--- config.mk ---
export PLATFORM = sky130hd
export DESIGN_NAME = alu_ex_stage
export DESIGN_NICKNAME = d
export VERILOG_FILES = /design/src/rtl/alu_ex_stage.sv
export SDC_FILE = /design/constraint.sdc
export NUM_CORES = 1
export LEC_CHECK = 0
export BUFFER_PORTS_ARGS = -buffer_cell sky130_fd_sc_hd__buf_2
export CAP_MARGIN = 10
export CORE_MARGIN = 10
export CORE_UTILIZATION = 60
export CTS_CLUSTER_SIZE = 16
export DETAILED_ROUTE_END_ITERATION = 16
export PLACE_DENSITY = 0.87
export REMOVE_ABC_BUFFERS = 1
export SETUP_SLACK_MARGIN = 0.1
export SYNTH_ARGS = -nofsm -noshare
export SYNTH_HDL_FRONTEND = slang
export SYNTH_SLANG_ARGS = --single-unit
--- constraint.sdc ---
create_clock -name clk -period 7.95 [get_ports clk]
set_input_delay 0.795 -clock clk [delete_from_list [all_inputs] [get_ports clk]]
set_output_delay 0.795 -clock clk [all_outputs]
set_load 0.02 [all_outputs]
--- src/rtl/alu_ex_stage.sv ---
// MIPS execute stage: ALU, BEQ evaluation and branch-target adder feeding the EX/MEM register.
// Flush overrides stall; a captured bubble keeps its data fields but never its control bits.
module alu_ex_stage #(
  parameter int unsigned WIDTH    = 32,
  parameter int unsigned REG_BITS = 5
) (
  input  logic                clk,
  input  logic                reset,
  input  logic                in_valid,
  input  logic                stall,
  input  logic                flush,
  input  logic [3:0]          alu_control,
  input  logic [WIDTH-1:0]    operand_a,
  input  logic [WIDTH-1:0]    operand_b,
  input  logic [WIDTH-1:0]    imm,
  input  logic                alu_src,
  input  logic [WIDTH-1:0]    pc_plus4,
  input  logic                branch,
  input  logic [REG_BITS-1:0] rd,
  input  logic                reg_write,
  input  logic                mem_read,
  input  logic                mem_write,
  output logic                ex_valid,
  output logic [WIDTH-1:0]    ex_result,
  output logic                ex_zero,
  output logic [WIDTH-1:0]    ex_store_data,
  output logic [REG_BITS-1:0] ex_rd,
  output logic                ex_reg_write,
  output logic                ex_mem_read,
  output logic                ex_mem_write,
  output logic                ex_branch_taken,
  output logic [WIDTH-1:0]    ex_branch_target
);

  logic [WIDTH-1:0] op_b;
  logic [WIDTH-1:0] alu_res;
  logic [WIDTH-1:0] target;
  logic             alu_zero;
  logic             load_data;

  always_comb begin
    op_b = alu_src ? imm : operand_b;
    case (alu_control)
      4'b0000: alu_res = operand_a & op_b;
      4'b0001: alu_res = operand_a | op_b;
      4'b0010: alu_res = operand_a + op_b;
      4'b0011: alu_res = operand_a ^ op_b;
      4'b0110: alu_res = operand_a - op_b;
      4'b0111: alu_res = {{(WIDTH-1){1'b0}}, ($signed(operand_a) < $signed(op_b))};
      default: alu_res = '0;
    endcase
  end

  assign alu_zero  = (alu_res == '0);
  assign target    = pc_plus4 + {imm[WIDTH-3:0], 2'b00};
  // Data fields still load on flush so the killed slot holds deterministic values.
  assign load_data = flush || !stall;

  always_ff @(posedge clk or posedge reset) begin
    if (reset) begin
      ex_valid         <= 1'b0;
      ex_result        <= '0;
      ex_zero          <= 1'b0;
      ex_store_data    <= '0;
      ex_rd            <= '0;
      ex_reg_write     <= 1'b0;
      ex_mem_read      <= 1'b0;
      ex_mem_write     <= 1'b0;
      ex_branch_taken  <= 1'b0;
      ex_branch_target <= '0;
    end else begin
      if (load_data) begin
        ex_result        <= alu_res;
        ex_zero          <= alu_zero;
        ex_store_data    <= operand_b;
        ex_rd            <= rd;
        ex_branch_target <= target;
      end
      if (flush) begin
        ex_valid        <= 1'b0;
        ex_reg_write    <= 1'b0;
        ex_mem_read     <= 1'b0;
        ex_mem_write    <= 1'b0;
        ex_branch_taken <= 1'b0;
      end else if (!stall) begin
        ex_valid        <= in_valid;
        ex_reg_write    <= in_valid & reg_write;
        ex_mem_read     <= in_valid & mem_read;
        ex_mem_write    <= in_valid & mem_write;
        ex_branch_taken <= in_valid & branch & alu_zero;
      end
    end
  end

endmodule

==> summary.md <==
| Metric | Value |
|---|---|
| Initial antenna violation count | 0 |
| RSZ-0062 raised after global routing | no |
| Reg-to-Reg End | ex_result[14] |
| Total CTS buffers | 9 |
| Cell count of the worst reg-to-reg path | 2 |
| CP max FO | 18 |
| Worst Path Required | 8.20 ns |
| R2r startpoint | ex_result[14] |
| Synth Cell Area | 11,600 um^2 |
| Ant diodes | 0 |
| R2R setup slack | 7.16 ns |
| Met3 wire len | 3830 um |
| Wire per inst | a little over 20 um |
| Worst path slowest cell | a2111oi_0 |
| Worst Setup SP | alu_src |
| Pleak | 6.52 nW |
| Worst-margin pin slew | around 1.1 ns |
| Die footprint | 25,300 um^2 |
| Pwr/cell area | 163 nW/um^2 |
| Clock slew at reported path FFs | ~0.080 ns |
| Most used DFF post-synth | dfrtp_1 |
| Via count | approximately 12k |
| Largest delay share family, worst path | compound AO/OA/AOI/OAI gates |
| Die boundary height | 159 um |
| Max Cap Viol | 0 |
| Hold depth | 2 |
| Yosys warnings | 0 |
| FFs w/ async S/R, synth | 1.00 |
| EDFF count, synth | 0 |
| #FFs+latches synth | 107 |
| Met2 wire length | 18,500 um |
| Setup WS pre-CTS | between 1.5 and 2 ns |
| Area Overhead vs Synth | 13.1% |
| Library cells used by synthesis | 95 |
| Drt first pass iters | 6 |
| First-pass GRT wire length | approximately 63,000 um |
| Io pins | 254 |
| Sequential share of the synthesized area | 0.231 |
| Clk_lat worst skew | 0.36 ns |
| Buffers plus inverters on the worst setup path | 2 |
| CTS root buffer | clkbuf_16 |
| Slew Limit Fails | 0 |
| Share of cells above drive strength 1 | 0.193 |
| Global route total overflow | 0 |
| Vias/cell | 6.22 |
| Outcome | finished clean |
| # hold bufs at CTS | 0 |
| GRT Total Usage | 0.298 |
| PnR worst setup slack | 2.02 ns |
| Final Setup Violations | 0 |
| Max IR drop VDD | approximately 0.13 mV |
| Final critical-path share of the clock period | 0.746 |
| Vias in the first global route | 11.9k |
| Cell Rows | 50 |
| Mean Syn Cell Area | 7.64 um^2 |
| WL met1 | 16,700 um |
| Clk buf depth | 2 |
| DRC errors left | 0 |
| Setup crit end kind | flip-flop |
| DP HPWL | 30,600 um |
| Setup bufs post-CTS | 0 |
| Detail Route Antenna Nets | 0 |
| First-iteration detailed-routing DRC count | about 1.3k |
| Hold Crit Start | ex_rd[2] |
| Relative slew slack | 0.275 |
| CP Class | in -> reg |
| Starting Density | 0.614 |
| Final min period | about 6 ns |
| Setup total negative slack | 0 ns |
| Worst path max stage delay | 0.78 ns |
| Cells along the critical path | buf_2, buf_4, mux2i_1, ha_1, nor4_1, o31ai_1, nand3_1, a31o_2, a31oi_2, a2111oi_0, o2111a_1, nor2_1, nor4_2, nand4_1, or4_4, o41ai_2 |
| Hold worst-path end | ex_rd[2] |
| CP Launch Type | input pin |
| # H-tree levels | 3 |
| Worst Skew | 0 ns |
| Core area | 18,900 um^2 |
| TritonCTS clock tree | yes |
| Highest metal used | met4 |
| Buffers on Ports | roughly 250 |
| Post-CTS sizing | 0 |
| Fin nets | 1,987 |
| Clock sink total | 107 |
| Die X | 159 um |
| Placer Congestion | 0.992 |
| Cell count after synthesis | roughly 1.5k |
| HP Class | reg -> reg |
| FMAX | 169 MHz |
| Final Hold Viols | 0 |
| Pin count of the biggest net entering global routing | between 70 and 80 |
| Data arrival time of the worst path | 6.18 ns |
| Final wirelength | between 40,000 and 50,000 um |
==> report_power, final <==
group	switching [mW]	total (mW)	internal, mW
clock	0.236	0.484	0.247
combinational	0.642	0.996	0.354
sequential	0.0396	0.659	0.619
==> cell usage in the layout (no fill, tap or decap), drive strengths merged, types with 7 or more instances in the layout <==
| cell | n |
|---|---|
| nor4 | 13 |
| buf | 263 |
| or4 | 8 |
| or3 | 9 |
| xnor2 | 15 |
| o211ai | 14 |
| o31ai | 20 |
| o21a | 13 |
| mux2i | 47 |
| o221ai | 7 |
| a211oi | 24 |
| clkbuf | 11 |
| a22oi | 12 |
| o21bai | 11 |
| or2 | 9 |
| nor2b | 18 |
| nand2 | 187 |
| ha | 129 |
| o22ai | 11 |
| a21o | 20 |
| inv | 117 |
| xor2 | 17 |
| and2 | 10 |
| nand3 | 20 |
| nand2b | 16 |
| nor2 | 157 |
| dfrtp | 107 |
| a31oi | 14 |
| a21oi | 168 |
| nor3 | 32 |
| nand4 | 9 |
| o21ai | 93 |
==> metal layers <==
layer	vias up	GRT usage
met5	-	0
met3	94	0.0710
met2	628	0.484
li1	5766	-
met4	0	0.0855
met1	5779	0.385
==> worst max-delay path by stage <==
stage               cells after the start  slack, ns              end
CTS                                    16       2.13  ex_branch_taken
floorplan                              15       3.26  ex_branch_taken
finish                                 16       2.02  ex_branch_taken
detailed placement                     16       1.79  ex_branch_taken
global route                           16       1.74  ex_branch_taken
global placement                       16       2.06  ex_branch_taken
==> cell type report <==
cell class | count | area [um^2]
clock buffer | 11 | 233
fill | 1687 | 5770
inverter | 117 | 442
clock inverter | 5 | 62.6
sequential | 107 | 2680
multi-input combinational | 1210 | 8040
tap | 260 | 325
timing repair buffer | 263 | 1340
==> kinds of logic after synthesis <==
group,count (synthesis),synth area share
compound gates,487,0.277
simple gates,509,0.202
xor+xnor,32,0.0241
mux,50,0.0444
flops,107,0.231
fa+ha+maj,132,0.144
buf+inv,202,0.0784
==> registers in the layout, indices dropped and copies added, names as in the netlist <==
signal	flops
ex_mem_read	1
ex_store_data	32
ex_branch_taken	1
ex_reg_write	1
ex_result	32
ex_branch_target	32
ex_valid	1
ex_zero	1
ex_mem_write	1
ex_rd	5
==> metrics by stage <==
stage | cell area, um^2 | utilization | hold WS (ns) | instances | total power [mW]
2_1_floorplan | 11100 | - | 0.583 | 1434 | 1.32
3_3_place_gp | 12800 | 0.679 | 0.443 | 1957 | 1.63
3_5_place_dp | 12800 | 0.679 | 0.450 | 1957 | 1.64
4_1_cts | 13100 | 0.695 | 0.467 | 1973 | 2.13
5_1_grt | 13100 | 0.695 | 0.487 | 1973 | 2.26
6_report | 13100 | 0.695 | 0.464 | 1973 | 2.14
==> cell usage after synthesis, drive strengths merged, types with 8 or more instances <==
master  instances  area [um^2]
nor2          157          592
a21oi         168          848
ha            129         1610
o22ai          11         68.8
inv           116          435
dfrtp         107         2680
a211oi         24          193
nand2         187          702
clkbuf         59          342
nand4           9         56.3
or4             8         67.6
o211ai         14          105
or2             9         58.8
nor3           32          160
nor2b          18          123
and2           10         63.8
a21o           20          151
nand2b         16          100
xor2           17          149
a31oi          14         93.8
mux2i          47          470
o31ai          20          155
or3             9         56.3
nand3          20          100
xnor2          15          131
nor4           13         87.6
o21bai         11         93.8
o21ai          93          465
a22oi          12         90.1
buf            26          129
o21a           13         97.6
==> tightest hold or removal path, cell delays in order, from the launching register on <==
cell and delay, ns:
dfrtp_1 0.34, nand2_1 0.05, nand2_1 0.05
(Power assumes the default switching activity.)
